--- config.mk ---
export PLATFORM = sky130hd
export DESIGN_NAME = fetch_unit
export DESIGN_NICKNAME = d
export VERILOG_FILES = /design/src/rtl/fetch_unit.sv
export SDC_FILE = /design/constraint.sdc
export NUM_CORES = 1
export LEC_CHECK = 0
export BUFFER_PORTS_ARGS = -buffer_cell sky130_fd_sc_hd__buf_2
export CELL_PAD_IN_SITES_DETAIL_PLACEMENT = 1
export CELL_PAD_IN_SITES_GLOBAL_PLACEMENT = 1
export CORE_AREA = 2 2 195 197
export CTS_CLUSTER_SIZE = 25
export DETAILED_ROUTE_END_ITERATION = 10
export DIE_AREA = 0 0 197 199
export GPL_TIMING_DRIVEN = 0
export HOLD_SLACK_MARGIN = 0.06
export PLACE_DENSITY_LB_ADDON = 0.1
export REMOVE_ABC_BUFFERS = 1
export SLEW_MARGIN = 20
export SYNTH_ARGS = -nofsm -noshare
export SYNTH_HDL_FRONTEND = slang
export SYNTH_SLANG_ARGS = --single-unit
export TNS_END_PERCENT = 20
--- constraint.sdc ---
create_clock -name clk -period 3 [get_ports clk]
set_input_delay 0.6 -clock clk [delete_from_list [all_inputs] [get_ports clk]]
set_output_delay 0.6 -clock clk [all_outputs]
set_load 0.005 [all_outputs]
--- src/rtl/fetch_unit.sv ---
`default_nettype none
// ============================================================================
// Module   : fetch_unit
// Brief    : Instruction fetch stage with 1-cycle memory, credit-gated issue
//            and a {pc, instr} FIFO toward decode.
// Revision : 1.0
// ============================================================================
module fetch_unit #(
  parameter logic [31:0] RESET_PC = 32'h0000_0000,
  parameter logic [31:0] PC_STEP  = 32'd1,
  parameter int          DEPTH    = 4
) (
  input  logic                     clk,
  input  logic                     _reset,
  output logic [31:0]              pointer,
  output logic                     mem_req,
  input  logic [31:0]              instr_in,
  output logic                     out_valid,
  input  logic                     out_ready,
  output logic [31:0]              out_instr,
  output logic [31:0]              out_pc,
  input  logic                     redirect_valid,
  input  logic [31:0]              redirect_pc,
  input  logic                     halt,
  output logic [$clog2(DEPTH):0]   fifo_count
);

  localparam int             c_aw    = $clog2(DEPTH);
  localparam logic [c_aw:0]  c_depth = DEPTH[c_aw:0];

  logic              r_running;
  logic              r_inflight;
  logic [31:0]       r_pointer;
  logic [31:0]       r_req_pc;
  logic [c_aw-1:0]   r_wr_ptr;
  logic [c_aw-1:0]   r_rd_ptr;
  logic [c_aw:0]     r_count;
  logic [31:0]       r_fifo_pc    [DEPTH];
  logic [31:0]       r_fifo_instr [DEPTH];

  logic              w_credit_ok;
  logic              w_push;
  logic              w_pop;

  // Credit counts the outstanding response too, so a push can never overflow.
  assign w_credit_ok = (r_count + {{c_aw{1'b0}}, r_inflight}) < c_depth;
  assign mem_req     = r_running & ~halt & ~redirect_valid & w_credit_ok;
  assign w_push      = r_inflight & ~redirect_valid;
  assign out_valid   = (r_count != '0) & ~redirect_valid;
  assign w_pop       = out_valid & out_ready;

  assign pointer     = r_pointer;
  assign fifo_count  = r_count;
  assign out_pc      = r_fifo_pc[r_rd_ptr];
  assign out_instr   = r_fifo_instr[r_rd_ptr];

  always_ff @(posedge clk or negedge _reset) begin
    if (!_reset) begin
      r_running  <= 1'b0;
      r_inflight <= 1'b0;
      r_pointer  <= RESET_PC;
      r_req_pc   <= 32'h0;
      r_wr_ptr   <= '0;
      r_rd_ptr   <= '0;
      r_count    <= '0;
    end else begin
      r_running  <= 1'b1;
      r_inflight <= mem_req;
      if (mem_req) begin
        r_req_pc <= r_pointer;
      end
      if (redirect_valid) begin
        r_pointer <= redirect_pc;
        r_wr_ptr  <= '0;
        r_rd_ptr  <= '0;
        r_count   <= '0;
      end else begin
        if (mem_req) begin
          r_pointer <= r_pointer + PC_STEP;
        end
        if (w_push) begin
          r_wr_ptr <= r_wr_ptr + 1'b1;
        end
        if (w_pop) begin
          r_rd_ptr <= r_rd_ptr + 1'b1;
        end
        case ({w_push, w_pop})
          2'b10:   r_count <= r_count + 1'b1;
          2'b01:   r_count <= r_count - 1'b1;
          default: r_count <= r_count;
        endcase
      end
    end
  end

  // Storage needs no reset; occupancy alone defines which entries are live.
  always_ff @(posedge clk) begin
    if (w_push) begin
      r_fifo_pc[r_wr_ptr]    <= r_req_pc;
      r_fifo_instr[r_wr_ptr] <= instr_in;
    end
  end

  a_no_overflow: assert property (@(posedge clk) disable iff (!_reset)
    w_push |-> (r_count < c_depth));

endmodule
`default_nettype wire

==> results of run 1 <==
[sequential cells by signal, summed over array words and instances, names as in the netlist]
signal and flops:
fifo_count 3, pointer 32, r_fifo_instr 128, r_fifo_pc 128
r_inflight 1, r_rd_ptr 2, r_req_pc 32, r_running 1
r_wr_ptr 2
[through the flow]
step | area [um2] | hold slack, ns | TNS, ns | instances | power [mW]
after global routing | 15600 | 0.290 | 0 | 1364 | 11.1
after global placement | 14100 | 0.485 | -705.86 | 1281 | 6.30
final | 15600 | 0.307 | 0 | 1364 | 10.6
after CTS | 15600 | 0.279 | -0.0871 | 1362 | 10.8
after detailed placement | 14400 | 0.508 | 0 | 1292 | 6.35
after floorplan | 12600 | 0.304 | -58.73 | 638 | 5.91
[path summary, 6_finish.rpt]
| path | from | endpoint | slack, ns | cells after the start |
|---|---|---|---|---|
| worst max-delay path | r_rd_ptr[0] | out_instr[3] | 0.23 | 4 |
| worst min-delay path | instr_in[12] | r_fifo_instr[1][12] | 0.31 | 1 |
| worst max register to register | pointer[2] | pointer[27] | 0.45 | 5 |
| worst min register to register | r_req_pc[11] | r_fifo_pc[0][11] | 0.51 | 0 |
| max in group asynchronous | _reset | r_rd_ptr[1] | 1.80 | 3 |
| min in group asynchronous | _reset | pointer[4] | 0.56 | 2 |
[final cells by class]
cell class / instances / share of cell area
Sequential cell: 329 / 0.610
Multi-Input combinational cell: 297 / 0.200
Timing Repair Buffer: 185 / 0.0738
Clock buffer: 48 / 0.0632
Tap cell: 474 / 0.0380
Clock inverter: 19 / 0.0129
Inverter: 12 / 0.00288
[power groups by stage]
stage | sequential (mW) | clock, mW | combinational, mW
final | 5.45 | 4.39 | 0.790
after detailed placement | 5.56 | 0 | 0.789
after CTS | 5.45 | 4.54 | 0.818
after floorplan | 5.51 | 0 | 0.399
after global routing | 5.48 | 4.72 | 0.878
after global placement | 5.59 | 0 | 0.708
[worst reg2reg max path, stage by stage (launching register included)]
cell and delay [ns]:
dfrtp_1 0.47, and4_1 0.26, nand4_1 0.69, nor4_1 0.64, nor3b_1 0.09, a221o_1 0.27
[cell families (layout without fill, tap and decap cells)]
family,Yosys count,in the layout,share of synthesized area
flip-flops,329,329,0.744
adder cells (fa/ha/maj),6,6,0.00646
multiplexers,103,103,0.147
XOR/XNOR,29,29,0.0199
buffers and inverters,47,264,0.0148
AO/OA/AOI/OAI,37,37,0.0174
other,1,1,0.000293
AND/OR/NAND/NOR,121,121,0.0505
[per-layer routing]
layer	wire length, um	track usage	share of wire	vias to the layer above
met1	12800	0.199	0.43	3614
met5	13	0	0.00044	-
met4	578	0.0390	0.019	2
li1	-	-	-	3050
met2	14800	0.263	0.50	158
met3	1560	0.0363	0.052	46
[cells in the mapped netlist, drive strengths merged (13+ instances only)]
master and instances:
edfxtp 256, nand2 31, o21ai 25, dfrtp 73, mux4 64, nor2 17, xnor2 23, mux2 34
nand3 14, clkbuf 23, nor4 13
[what timing repair did]
| item | in CTS | in global routing |
|---|---|---|
| endpoints found under the setup margin | 31 | 1 |
| pin swaps | 0 | 1 |
| endpoints found under the hold margin | 24 | 0 |
| gates resized for setup | 0 | 0 |
| setup buffers | 2 | 2 |
| hold buffers | 1 | 0 |
==> flow_summary.yaml, run 1 <==
global_routing:
  grt_pass1_vias: 7538
  antenna_found_initial: 1
  track_usage: 0.154
  grt_pass1_wl_um: 45700
  grt_max_degree: 50
  grt_overflow: 0
floorplan:
  num_io_pins: 170
  die_w_um: 197
  dieArea_um2: 39200
  fp.coreArea_um2: 37100
  initial_core_util: 0.344
  dieHeight_um: 199
  rows: 71
synth:
  ys_ff_latch: 329
  synth_edf_count: 256
  yosys-top-cells-area: "edfxtp_1 (60%), dfrtp_1 (14%), mux4_2 (11%), mux2_2 (3.0%), xnor2_1 (1.6%)"
  netlist_instances: 673
  netlist_area_um2: 12800
  async_reset_ff_frac: 0.222
  avgSynthCellArea_um2: 19.0
  yosysTopAreaCellShare: 0.601
  synthFlopType: "edfxtp_1"
  yosysTopAreaCell: "edfxtp_1"
  ys_types: 45
  ys_warn_count: 0
  yosysSeqAreaShare: 0.744
critical_path:
  crit_path_max_fanout: 30
  critPathRequiredTime_ns: 2.40
  crit_type: "register to output port"
  cp_top_family: "buffers and inverters"
  cp.buffers_inverters: 3
  endpoint_kind: "output port"
  slowest_stage: "mux4_2"
  startpoint_type: "register"
  crit_chain: "buf_12 -> buf_16 -> mux4_2 -> buf_2"
  max_stage_delay_ns: 0.56
  cp.arrival_ns: 2.17
sta:
  setup_viol: 0
  slew_violations: 0
  fin_crit_ns: 2.77
  skew_ns: 0.0111
  max_freq_ghz: 0.361
  fin_ws_ns: 0.227
  finalHoldViolCount: 0
  slew_headroom: 0.423
  rsz0062_at_grt: "false"
  period_share: 0.924
  tightest_slew_ns: 0.863
clocking:
  clk_pin_slew_ns: 0.06
  cts_tree: "built"
  cts.sinks: 329
  htreeDepth: 2
  clk_latency_ns: 0.50
  clockRootBuffer: "clkbuf_16"
  cts_buffers: 37
  clock_tree.buffer_depth: 3
drt:
  wl_um: 29700
  drt_iter0_drc: 296
  final_antenna_net_count: 0
  viasPerCell: 5.04
  wire_per_inst_um: 21.8
  dr.pass1.iters: 4
  vias: 6870
  drc: 0
status:
  outcome: "finished, final reports clean"
placement:
  post-place-ws_ns: 0.0318
  gp_congestion: 0.719
  hpwl_um: 19000
  portBuffers: 169
hold_path:
  holdCritPathClass: "input pin to register"
cells_and_area:
  drive_gt1_frac: 0.388
  final_common_cell: "edfxtp_1"
  multi_input_area_um2: 3120
  antenna_cells: 0
  area_delta_synth_final_pct: 22.1
  final_cell_mix: "edfxtp_1 (256), buf_2 (168), dfrtp_1 (71), mux4_2 (64), clkbuf_16 (37)"
  fill_cells: 3592
  fin_util: 0.421
  seqCellArea_um2: 9520
  layout.nets: 937
power_and_ir_drop:
  sequentialPowerShare: 0.512
  p_leak_nw: 5.49
  cell_internal_pwr_mw: 8.32
  combPwrFrac: 0.074
  netSwitchingPower_mw: 2.31
  p_per_area_nw_per_um2: 681
  max-vdd-ir-drop_mv: 0.374
  swShare: 0.218
  clkPwrFrac: 0.413
run:
  cap_violations: 0
(Power assumes the default switching activity.)
==> run 2: changes to the inputs <==
--- a/config.mk
+++ b/config.mk
@@ -15,7 +15,6 @@
 export GPL_TIMING_DRIVEN = 0
 export HOLD_SLACK_MARGIN = 0.06
 export PLACE_DENSITY_LB_ADDON = 0.1
-export REMOVE_ABC_BUFFERS = 1
 export SLEW_MARGIN = 20
 export SYNTH_ARGS = -nofsm -noshare
 export SYNTH_HDL_FRONTEND = slang
==> run 2 against run 1 <==
Net effect: fmax decreased by 5.6%; critical path depth increased by 1; total power decreased by 2.1%; non-clock buffer count increased by 22; combinational power increased by 0.9%; cell area decreased by 0.72%; register-to-register slack got worse by 0.14 ns; critical endpoint is now mem_req.
==> flow_summary.yaml, run 2 (synthesis gave the netlist of run 1 again) <==
status:
  outcome: "finished, final reports clean"
drt:
  vias: 6950
  dr.pass1.iters: 6
  wl_um: 31400
  final_antenna_net_count: 0
  drc: 0
  viasPerCell: 5.03
  drt_iter0_drc: 300
  wire_per_inst_um: 22.7
global_routing:
  grt_overflow: 0
  grt_pass1_vias: 7777
  grt_pass1_wl_um: 47900
  grt_max_degree: 45
  grt_use_met2: 0.283
  grtUsageMet3: 0.0314
  track_usage: 0.164
  top_usage_layer: "met2"
  grtUsageMet1: 0.211
  antenna_found_initial: 1
clocking:
  clockRootBuffer: "clkbuf_16"
  cts_buffers: 37
  clk_latency_ns: 0.51
  clock_tree.buffer_depth: 3
  cts_tree: "built"
  cts_hold_buf: 0
  clk_pin_slew_ns: 0.06
  cts.sinks: 329
  htreeDepth: 2
run:
  cap_violations: 0
critical_path:
  startpoint_type: "register"
  regToRegStartpoint: "pointer[0]"
  critPathLaunch: "fifo_count[2]"
  worst_r2r_endpoint: "pointer[28]"
  slowest_stage: "dfrtp_1"
  rr_worst_depth: 7
  cp.buffers_inverters: 2
  crit_type: "register to output port"
  crit_chain: "nor3b_1 -> mux2i_4 -> nor2_4 -> buf_4 -> buf_2"
  cp.arrival_ns: 2.34
  cp_top_family: "simple AND/OR/NAND/NOR gates"
  r2r_setup_slack_ns: 0.31
  crit_path_max_fanout: 11
  max_stage_delay_ns: 0.48
  cp.depth: 5
  setup.worst_path.end: "mem_req"
  critPathRequiredTime_ns: 2.40
  endpoint_kind: "output port"
sta:
  setup_viol: 0
  slew_headroom: 0.409
  fin_ws_ns: 0.0614
  slew_violations: 0
  max_freq_ghz: 0.340
  fin_crit_ns: 2.94
  skew_ns: 0.0122
  period_share: 0.980
  worst_hold_slack_ns: 0.0879
  finalHoldViolCount: 0
  tightest_slew_ns: 0.886
  fin_setup_tns_ns: 0
cells_and_area:
  drive_gt1_frac: 0.380
  fin_area_um2: 15500
  area_delta_synth_final_pct: 21.2
  final_common_cell: "edfxtp_1"
  antenna_cells: 0
  layout.nets: 959
  fin_util: 0.418
  fin_cells: 1382
  final_cell_mix: "edfxtp_1 (256), buf_2 (171), dfrtp_1 (72), mux4_2 (64), clkbuf_16 (37)"
  reg_top3: "r_fifo_instr: 128 flops, r_fifo_pc: 128 flops"
floorplan:
  rows: 71
  dieArea_um2: 39200
  dieHeight_um: 199
  initial_core_util: 0.344
  die_w_um: 197
  fp.coreArea_um2: 37100
  num_io_pins: 170
placement:
  hpwl_um: 20900
  placed_cells: 1320
  gp_congestion: 0.757
  post-place-ws_ns: -0.301
  portBuffers: 168
  dpl_cell_area_um2: 14400
power_and_ir_drop:
  p_per_area_nw_per_um2: 672
  netSwitchingPower_mw: 2.31
  max-vdd-ir-drop_mv: 0.273
  power_mw: 10.4
  p_leak_nw: 5.47
  clkPwrFrac: 0.400
  cell_internal_pwr_mw: 8.10
  swShare: 0.222
  sequentialPowerShare: 0.524
  combPwrFrac: 0.077
hold_path:
  holdCritPathClass: "input pin to async pin"
synth:
  syn_nets: 748
==> run 2: cell types whose count changed in the layout (fill, tap and decap cells not counted), sizes merged <==
cell / delta
dlygate4sd3: -1
clkinv: -1
clkinvlp: -2
inv: -2
bufinv: -2
clkbuf: +26
==> run 2: repair_timing <==
item                                    in CTS  in global routing
gates resized for setup                     19                  6
buffers inserted                             0                  0
pin swaps                                    0                  0
endpoints found under the setup margin      61                 22
==> run 2: power groups by stage <==
stage | clock, mW | sequential [mW] | combinational [mW]
3_3_place_gp | 0 | 5.52 | 0.781
3_5_place_dp | 0 | 5.55 | 0.814
4_1_cts | 4.29 | 5.46 | 0.823
5_1_grt | 4.47 | 5.50 | 0.883
6_report | 4.16 | 5.45 | 0.797
2_1_floorplan | 0 | 5.46 | 0.458
==> run 2: how the worst min path moves through the flow <==
stage	start	endpoint	slack (ns)	depth (start not counted)
finish	_reset	r_req_pc[8]	0.09	1
global route	_reset	pointer[10]	0.12	1
CTS	_reset	pointer[10]	0.1	1
detailed placement	r_req_pc[27]	r_fifo_pc[0][27]	0.50	0
global placement	r_req_pc[11]	r_fifo_pc[0][11]	0.48	0
floorplan	_reset	fifo_count[0]	0.30	0
==> run 2: worst register-to-register path, cell delays in order, from the launching register on <==
cell	delay [ns]
dfrtp_1	0.45
ha_1	0.29
and4b_1	0.22
mux2i_1	0.52
clkbuf_1	0.62
nor3_1	0.15
a21o_1	0.21
a31oi_1	0.16
==> run 2: area by class of cell <==
cell class,instances,area (um2)
inverter,12,45.0
clock buffer,51,988
buffer,34,169
multi-input combinational,297,3110
fill,3670,21600
clock inverter,12,108
sequential,329,9520
timing repair buffer,173,973
tap,474,593
==> run 2: metal layers <==
metal	vias to the layer above	part of all wire
met3	56	0.045
met5	-	0.00041
met4	2	0.023
met2	170	0.51
met1	3631	0.43
li1	3091	-
==> run 3: changes to the inputs <==
--- a/config.mk
+++ b/config.mk
@@ -5,13 +5,14 @@
 export SDC_FILE = /design/constraint.sdc
 export NUM_CORES = 1
 export LEC_CHECK = 0
+export ABC_AREA = 1
 export BUFFER_PORTS_ARGS = -buffer_cell sky130_fd_sc_hd__buf_2
 export CELL_PAD_IN_SITES_DETAIL_PLACEMENT = 1
 export CELL_PAD_IN_SITES_GLOBAL_PLACEMENT = 1
-export CORE_AREA = 2 2 195 197
+export CORE_AREA = 2 2 200 202
 export CTS_CLUSTER_SIZE = 25
 export DETAILED_ROUTE_END_ITERATION = 10
-export DIE_AREA = 0 0 197 199
+export DIE_AREA = 0 0 202 204
 export GPL_TIMING_DRIVEN = 0
 export HOLD_SLACK_MARGIN = 0.06
 export PLACE_DENSITY_LB_ADDON = 0.1
==> run 3 against run 2 <==
Net effect: clock skew increased by 0.0023 ns; die area grew 5.1%; via count grew 38%; synthesized area grew 5.5%; routed wire length up 25%; sequential power shrank 1%; worst hold slack better by 0.21 ns; largest power group unchanged; highest routed layer is now met4.
==> flow_summary.yaml, run 3 <==
floorplan:
  fp.coreArea_um2: 39200
  rows: 73
  dieArea_um2: 41200
  num_io_pins: 170
  die_w_um: 202
  initial_core_util: 0.344
  dieHeight_um: 204
clocking:
  htreeDepth: 2
  clk_latency_ns: 0.52
  clockRootBuffer: "clkbuf_16"
  cts_buffers: 38
  post_cts_buffers: 0
  cts.sinks: 329
  clk_pin_slew_ns: 0.06
  cts_tree: "built"
  clock_tree.buffer_depth: 3
synth:
  synth-xor-area-share: 0.00455
  yosys-top-cells-area: "edfxtp_1 (57%), dfrtp_1 (14%), nand2_1 (6.3%), o21ai_0 (5.7%), nor2_1 (5.0%)"
  ys_ff_latch: 329
  syn_nets: 1274
  synthFlopType: "edfxtp_1"
  synth-simple-area-share: 0.138
  synth_adder_area_share: 0.00612
  synth_edf_count: 256
  ys_types: 33
  avgSynthCellArea_um2: 11.3
  muxShareOfSynthArea: 0
  netlist_instances: 1199
  synth_top_family_by_area: "simple AND/OR/NAND/NOR gates"
  yosysTopAreaCellShare: 0.570
  async_reset_ff_frac: 0.222
  yosysSeqAreaShare: 0.705
  synthTopCellsByCount: "edfxtp_1 (256), nand2_1 (225), nor2_1 (181), o21ai_0 (153), dfrtp_1 (73)"
  ys_warn_count: 0
  netlist_area_um2: 13500
  yosysMostFrequentCell: "edfxtp_1"
  yosysTopAreaCell: "edfxtp_1"
  synth_compound_area_frac: 0.106
hold_path:
  holdCritPathClass: "input pin to register"
  worstHoldStart: "redirect_pc[16]"
placement:
  portBuffers: 169
  gp_congestion: 0.854
  hpwl_um: 27500
cells_and_area:
  area_delta_synth_final_pct: 22.9
  antenna_cells: 0
  reg_top3: "r_fifo_instr: 128 flops, r_fifo_pc: 128 flops"
  drive_gt1_frac: 0.201
  final_cell_mix: "edfxtp_1 (256), nand2_1 (225), nor2_1 (177), buf_2 (174), o21ai_0 (153)"
  layout.nets: 1497
  final_common_cell: "edfxtp_1"
  fin_util: 0.423
critical_path:
  startpoint_type: "register"
  crit_path_max_fanout: 10
  crit_type: "register to output port"
  cp.arrival_ns: 2.27
  endpoint_kind: "output port"
  critPathRequiredTime_ns: 2.40
  critPathLaunch: "r_rd_ptr[0]"
  regToRegStartpoint: "r_inflight"
sta:
  setup_viol: 0
  finalHoldViolCount: 0
  skew_ns: 0.0145
  max_freq_ghz: 0.348
  slew_violations: 0
  slew_headroom: 0.571
  worst_hold_slack_ns: 0.293
  tightest_slew_ns: 0.644
  period_share: 0.958
  rsz0062_at_grt: "true"
  fin_crit_ns: 2.87
run:
  cap_violations: 0
drt:
  drc: 0
  vias: 9624
  wire_per_inst_um: 19.8
  dr.pass1.iters: 4
  wl_um: 39200
  viasPerCell: 4.87
  final_antenna_net_count: 0
  drt_iter0_drc: 520
status:
  outcome: "finished, final reports clean"
global_routing:
  antenna_found_initial: 0
  grt_overflow: 0
  track_usage: 0.191
  grt_max_degree: 49
  grt_pass1_vias: 10100
  grt_pass1_wl_um: 60200
power_and_ir_drop:
  p_per_area_nw_per_um2: 634
  max-vdd-ir-drop_mv: 0.305
  p_leak_nw: 6.42
==> run 3: changes by cell type after synthesis, sizes merged, moves of 61 or more <==
cell   before  now
inv        11   72
o22ai       0   64
nor2       17  185
nand2      31  228
mux4       64    0
o21ai      25  189
==> run 3: path summary, 6_finish.rpt <==
path | cells after the start | end | slack (ns)
min in group asynchronous | 2 | pointer[31] | 0.55
min | 3 | pointer[16] | 0.29
min reg2reg | 0 | r_fifo_pc[0][7] | 0.52
max reg2reg | 4 | r_fifo_instr[1][31] | 0.88
max | 7 | out_instr[17] | 0.13
max in group asynchronous | 3 | r_req_pc[6] | 1.86
==> run 3: power by group <==
group | leakage [nW] | switching (mW) | total [mW] | internal (mW)
clock network | 0.562 | 1.81 | 4.31 | 2.50
registers | 3.23 | 0.219 | 5.38 | 5.16
logic | 2.63 | 0.528 | 0.833 | 0.305
==> run 3: final cells by class <==
class	count	area (um2)
plain buffers	57	312
clock buffers	50	1030
clock inverters	19	120
fillers	4315	22600
inverters	72	277
multi-input cells	741	3500
flip-flops and latches	329	9510
well taps	525	657
repair buffers	183	1170
==> run 3: repair_timing <==
| action | 4_1_cts | 5_1_grt |
|---|---|---|
| resized for setup | 16 | 21 |
| hold endpoints to repair | 25 | 0 |
| endpoints found under the setup margin | 62 | 48 |
| hold buffers | 1 | 0 |
| cloned | 0 | 0 |
| pin swaps | 0 | 1 |
==> run 3: through the flow <==
step	area [um2]	total power [mW]	setup TNS [ns]	setup slack (ns)	instances
4_1_cts	16500	10.6	-0.00409	-0.00217	1976
6_report	16600	10.5	0	0.127	1976
3_5_place_dp	15300	6.31	0	0.127	1906
3_3_place_gp	15000	6.27	-479.47	-1.92	1893
2_1_floorplan	13500	5.81	-34.60	-0.135	1199
5_1_grt	16600	11.0	-0.0730	-0.0372	1976
==> run 3: worst max-delay path, cell delays in order, from the launching register on <==
cell and delay, ns:
dfrtp_1 0.44, buf_4 0.22, inv_2 0.13, buf_6 0.21
buf_2 0.28, nor2_1 0.07, o22ai_1 0.24, buf_2 0.16
==> run 3: logic make-up after synthesis <==
kind of cell	after synthesis
AND/OR/NAND/NOR	463
flip-flops	329
AO/OA/AOI/OAI	264
buffers and inverters	129
XOR/XNOR	7
adder cells (fa/ha/maj)	6
other	1
==> run 3: per-layer routing <==
metal  wire [um]  up-vias  GRT usage
met1       18100     4733      0.257
li1            -     4644          -
met4         953        0     0.0544
met2       18700      190      0.322
met5           0        -          0
met3        1470       57     0.0293
